[src/rtl/mem_arbiter.sv]
// Two-port round-robin arbiter sharing one single-port synchronous RAM.
// Responses are routed back to the issuing port through a MEM_LAT-deep tag pipeline.
package mem_arbiter_pkg;
    typedef struct packed {
        logic valid;
        logic owner;
    } tag_t;
endpackage

module mem_arbiter
    import mem_arbiter_pkg::*;
#(
    parameter int unsigned AW      = 11,
    parameter int unsigned DW      = 32,
    parameter int unsigned MEM_LAT = 1
) (
    input  logic          clk_i,
    input  logic          rst_n_i,
    input  logic          m0_req_i,
    input  logic          m0_wr_i,
    input  logic [AW-1:0] m0_addr_i,
    input  logic [DW-1:0] m0_data_i,
    output logic          m0_gnt_o,
    output logic          m0_rvalid_o,
    output logic [DW-1:0] m0_data_o,
    input  logic          m1_req_i,
    input  logic          m1_wr_i,
    input  logic [AW-1:0] m1_addr_i,
    input  logic [DW-1:0] m1_data_i,
    output logic          m1_gnt_o,
    output logic          m1_rvalid_o,
    output logic [DW-1:0] m1_data_o,
    output logic          mem_en_o,
    output logic          mem_wr_o,
    output logic [AW-1:0] mem_addr_o,
    output logic [DW-1:0] mem_data_o,
    input  logic [DW-1:0] mem_data_i
);

    localparam int unsigned LAST = MEM_LAT - 1;

    if (MEM_LAT < 1 || MEM_LAT > 4) begin : g_bad_lat
        $error("mem_arbiter: MEM_LAT must be in 1..4");
    end

    logic ptr_q;
    logic gnt0_c;
    logic gnt1_c;
    logic any_gnt_c;
    tag_t stage_q [MEM_LAT];

    // Grant logic; the pointer only matters when both ports contend.
    always_comb begin
        gnt0_c = 1'b0;
        gnt1_c = 1'b0;
        if (rst_n_i) begin
            if (m0_req_i && (!m1_req_i || !ptr_q)) begin
                gnt0_c = 1'b1;
            end else if (m1_req_i) begin
                gnt1_c = 1'b1;
            end
        end
    end

    assign any_gnt_c = gnt0_c | gnt1_c;
    assign m0_gnt_o  = gnt0_c;
    assign m1_gnt_o  = gnt1_c;

    // Pointer moves to the port that lost (or was idle) on every grant.
    always_ff @(posedge clk_i or negedge rst_n_i) begin
        if (!rst_n_i) begin
            ptr_q <= 1'b0;
        end else if (any_gnt_c) begin
            ptr_q <= gnt0_c;
        end
    end

    // Memory command mux; idle cycles park on m0's address/data.
    always_comb begin
        mem_en_o   = any_gnt_c;
        mem_wr_o   = 1'b0;
        mem_addr_o = m0_addr_i;
        mem_data_o = m0_data_i;
        if (gnt1_c) begin
            mem_wr_o   = m1_wr_i;
            mem_addr_o = m1_addr_i;
            mem_data_o = m1_data_i;
        end else if (gnt0_c) begin
            mem_wr_o   = m0_wr_i;
        end
    end

    always_ff @(posedge clk_i or negedge rst_n_i) begin
        if (!rst_n_i) begin
            stage_q[0] <= '0;
        end else begin
            stage_q[0] <= '{valid: any_gnt_c, owner: gnt1_c};
        end
    end

    for (genvar i = 1; i < MEM_LAT; i++) begin : g_stage
        always_ff @(posedge clk_i or negedge rst_n_i) begin
            if (!rst_n_i) begin
                stage_q[i] <= '0;
            end else begin
                stage_q[i] <= stage_q[i-1];
            end
        end
    end

    assign m0_rvalid_o = stage_q[LAST].valid & ~stage_q[LAST].owner;
    assign m1_rvalid_o = stage_q[LAST].valid &  stage_q[LAST].owner;
    assign m0_data_o   = mem_data_i;
    assign m1_data_o   = mem_data_i;

endmodule

[config.mk]
export PLATFORM = sky130hd
export DESIGN_NAME = mem_arbiter
export DESIGN_NICKNAME = d
export VERILOG_FILES = /design/src/rtl/mem_arbiter.sv
export SDC_FILE = /design/constraint.sdc
export NUM_CORES = 1
export LEC_CHECK = 0
export BUFFER_PORTS_ARGS = -buffer_cell sky130_fd_sc_hd__buf_2
export CORE_MARGIN = 10
export CORE_UTILIZATION = 25
export DETAILED_ROUTE_END_ITERATION = 6
export GPL_ROUTABILITY_DRIVEN = 0
export HOLD_SLACK_MARGIN = 0.03
export PLACE_DENSITY = 0.84
export SYNTH_ARGS = -nofsm -noshare
export SYNTH_HDL_FRONTEND = slang
export SYNTH_SLANG_ARGS = --single-unit
[constraint.sdc]
create_clock -name clk_i -period 1.5 [get_ports clk_i]
set_input_delay 0.225 -clock clk_i [delete_from_list [all_inputs] [get_ports clk_i]]
set_output_delay 0.225 -clock clk_i [all_outputs]
set_load 0.01 [all_outputs]
# ---- Yosys cells after proc, flatten, opt, wreduce, memory -nomap -nowiden
# Index checks and enable logic that the tools add are counted.
dict set report word_totals {
  regBits 3
  inputBits 124
  out_inout_bits 113
  elab_cells 20
}
dict set report op_classes {
  n_mux 9
  n_bitwise 4
  n_reduce_logical 4
}
# operator n
set ops {}
lappend ops {{32-bit 2-to-1 mux} 1}
lappend ops {{11-bit 2-to-1 mux} 1}
lappend ops {{1-bit 2-to-1 mux} 7}
lappend ops {{1-bit AND} 2}
lappend ops {{1-bit logical NOT} 2}
lappend ops {{1-bit logical AND} 1}
lappend ops {{1-bit logical OR} 1}
lappend ops {{1-bit NOT} 1}
lappend ops {{1-bit OR} 1}

# ---- Logic depth before layout (Yosys ltp)
dict set report logic_depth {
  ltp_word 7
  mapped_depth 5
  depth_no_buf 3
}

# ---- Least setup slack after synthesis
# Ideal clock, no wire load.
dict set report synth_timing {
  path_type {reg-to-output}
  startpoint {register ptr_q}
  endpoint {output port mem_addr_o[1]}
  t_arrival_ns 1.238
  required_time_ns 1.275
  slack_ns 0.037
  stages_incl_launch_ff 6
  path_buffers 2
  cell_sequence {dfrtp_1 > nand2b_4 > nor2b_4 > buf_12 > buf_12 > mux2_4}
}
dict set report synth_between {
  elab_chain_len 6
}
# item line
set synth_lines {}
lappend synth_lines {{start, declared} 46} ;# logic ptr_q;
lappend synth_lines {{start signal, assigned} 74} ;# ptr_q <= gnt0_c;
lappend synth_lines {{1-bit logical NOT} 57} ;# if (m0_req_i && (!m1_req_i || !ptr_q)) begin
lappend synth_lines {{1-bit logical OR} 57}
lappend synth_lines {{1-bit logical AND} 57}
lappend synth_lines {{1-bit 2-to-1 mux} 57}
lappend synth_lines {{1-bit 2-to-1 mux} 56} ;# if (rst_n_i) begin
lappend synth_lines {{named net m1_gnt_o} 30} ;# output logic m1_gnt_o,
lappend synth_lines {{11-bit 2-to-1 mux} 84} ;# if (gnt1_c) begin
lappend synth_lines {{end, declared} 35} ;# output logic [AW-1:0] mem_addr_o,
# The timed path passes the listed nets, and every way through them passes these cells.

# ---- Worst setup path after layout
dict set report layout_timing {
  startpoint {register ptr_q}
  endpoint {output port mem_data_o[30]}
}
dict set report layout_between {
  elab_chain_len 6
}
# item line
set layout_lines {}
lappend layout_lines {{1-bit logical NOT} 57}
lappend layout_lines {{1-bit logical OR} 57}
lappend layout_lines {{1-bit logical AND} 57}
lappend layout_lines {{1-bit 2-to-1 mux} 57}
lappend layout_lines {{1-bit 2-to-1 mux} 56}
lappend layout_lines {{32-bit 2-to-1 mux} 84}
lappend layout_lines {{end, declared} 36} ;# output logic [DW-1:0] mem_data_o,
# Every way passes these cells.

==> impl_metrics.yaml <==
clock_tree:
  cts_tree: "built"
  cts_sinks: 3
  h-tree-depth: 1
  clk_latency_ns: 0.22
  clock_path_buffers: 2
  root_buffer: "clkbuf_8"
  cts_buffers: 3
  cts.reportedPaths.clkPinSlew_ns: 0.03
final_layout:
  layout_common_cells: "buf_2, buf_6, mux2_4"
  syn_to_final_growth_pct: 56.5
  multi_input_area_sq_um: 741
  final_common_cell: "buf_2"
  final_layout_size_suffix_gt1_share_pct: 93.2
  diodes: 0
  fillers: 492
  regArea_sq_um: 75.1
  nets: 345
floorplan:
  pin_count: 237
  core.rowCount: 26
  dieArea_sq_mm: 0.00889
  start_util_pct: 26.3
  core_sq_mm: 0.00524
  fp.dieW_microns: 94.3
  die_h_microns: 94.3
yosys:
  seq_area_frac_synth_pct: 5.44
  ys.warnings.count: 0
  netlist-cell-type-count: 16
  yosys.area.top_type: "mux2_4"
  synth_nets: 253
  synth_area_leaders: "mux2_4, buf_4, buf_12"
  synth_top_area_share_pct: 42.5
  synthCells: 129
  ys_ff_latch: 3
  avgSynthCellArea_sq_um: 10.7
  synth_area_sq_mm: 0.00138
placed_design:
  hpwl_microns: 4350
  dp_slack_ns: -0.110
  io_buffers: 140
timing:
  hold_viol: 0
  slew_viol_final: 0
  tightest_slew_ns: 0.164
  timing.final.ws_setup_ns: -0.300
  finalCriticalPeriod_ns: 1.80
  final.setup_skew_ns: 0.00231
  finalSetupViolations: 44
  period_share_pct: 120
  max_freq_mhz: 556
  rsz0062_at_grt: "yes"
  slew_headroom_pct: 89.1
grt:
  antenna_found_initial: 0
  grt_pass1_wl_microns: 7990
  grt_max_degree: 17
  grt-ovfl-total: 0
  grt.total_usage_pct: 11.2
  grt_pass1_vias: 1400
drt:
  vias: 1245
  first_iter_violations: 8
  dr.max_layer_used: "met4"
  drcViolationCount: 0
  ant_nets: 0
  wirelength_microns: 5790
  wire_per_inst_microns: 20.0
  wl_met2_microns: 2820
  drt-met1-wl_microns: 1950
  dr.pass1.iters: 3
  vias_per_cell: 4.29
  met3_length_microns: 900
status:
  status: "finished with violations"
  violations: "setup timing"
power_and_ir_drop:
  peakVddDrop_uv: 477
  power_density_mw_per_mm2: 522
  p_leak_nw: 1.18
  finalPower_mw: 1.13
critical_path:
  r2r_cells: 5
  arrival_ns: 1.57
  rr_endpoint: "stage_q[0]"
  worstReg2RegStart: "ptr_q"
  crit_fanout: 7
  criticalPathCategory: "reg -> out"
  rrSetupSlack_ns: 0.32
  startpoint: "ptr_q"
  end_kind: "output pin"
  required_ns: 1.27
  worstSetupStartpointType: "register"
worst_hold_path:
  min_from: "m1_req_i"
  holdPathStages: 4
  hold_class: "in -> reg"
  holdPathEnd: "ptr_q"
run:
  drv_cap: 0
-- flip-flops by register name (all words and copies together) (netlist names) --
register and flops:
stage_q 2, ptr_q 1
-- stage by stage --
step,cells,cell area (sq um),util (%),hold slack (ns),TNS (ns)
detailed placement,276,1660,31.6,0.148,-2.67
global route,290,2160,41.2,0.412,-14.72
global placement,276,1660,31.6,0.134,-1.63
floorplan,129,1380,-,-0.0706,0
CTS,289,2040,39.0,0.364,-12.64
finish,290,2160,41.2,0.362,-12.24
-- cell type report --
class                   instances  area share (%)
clock buffers                   4            2.09
multi-input cells              57            34.3
flip-flops and latches          3            3.48
repair buffers                156            56.1
well taps                      70            4.06
-- synthesized netlist by cell type --
cell type and instances:
buf_4 64, mux2_4 39, buf_12 5, mux2_2 4, dfrtp_1 3, nand2_1 3
nand3_1 2, a21boi_0 1, a21oi_1 1, and2_1 1, nand2_2 1, nand2b_4 1
nor2b_1 1, nor2b_4 1, o21a_1 1, o21ai_0 1
-- repair_timing --
item / CTS / global route
resized for setup: 40 / 19
setup endpoints to repair: 43 / 45
cloned: 2 / 2
setup buffers: 6 / 1
hold buffers: 1 / 0
endpoints found under the hold margin: 3 / 0
pin swaps: 0 / 1
-- worst max-delay path by stage --
stage	endpoint	slack, ns	depth (start not counted)
final	mem_data_o[30]	-0.30	6
after global routing	mem_data_o[4]	-0.35	6
after CTS	mem_addr_o[8]	-0.32	6
after detailed placement	mem_addr_o[10]	-0.11	5
after global placement	mem_data_o[0]	-0.09	5
after floorplan	mem_addr_o[1]	0.04	5
-- metal layers --
metal	vias to the layer above	track usage, %
met5	-	0
li1	551	-
met1	559	10.7
met3	10	6.63
met4	0	4.05
met2	125	19.3
-- critical path, stage by stage (launching register included) --
cell and delay [ns]:
dfrtp_1 0.33, nand2b_4 0.12, nor2b_4 0.18, buf_6 0.15, buf_16 0.13, mux2_4 0.31
buf_6 0.13
-- cell families after synthesis --
| logic type | Yosys count | share of synthesized area (%) |
|---|---|---|
| buffers and inverters | 69 | 42.1 |
| flip-flops | 3 | 5.44 |
| AO/OA/AOI/OAI | 4 | 1.81 |
| AND/OR/NAND/NOR | 10 | 4.90 |
| multiplexers | 43 | 45.7 |
-- report_power, final --
part / internal [mW] / total (mW) / switching [mW]
logic: 0.513 / 0.793 / 0.280
clock network: 0.182 / 0.239 / 0.0574
registers: 0.0903 / 0.0943 / 0.00402
No activity file was read; power rests on OpenSTA's default activity.
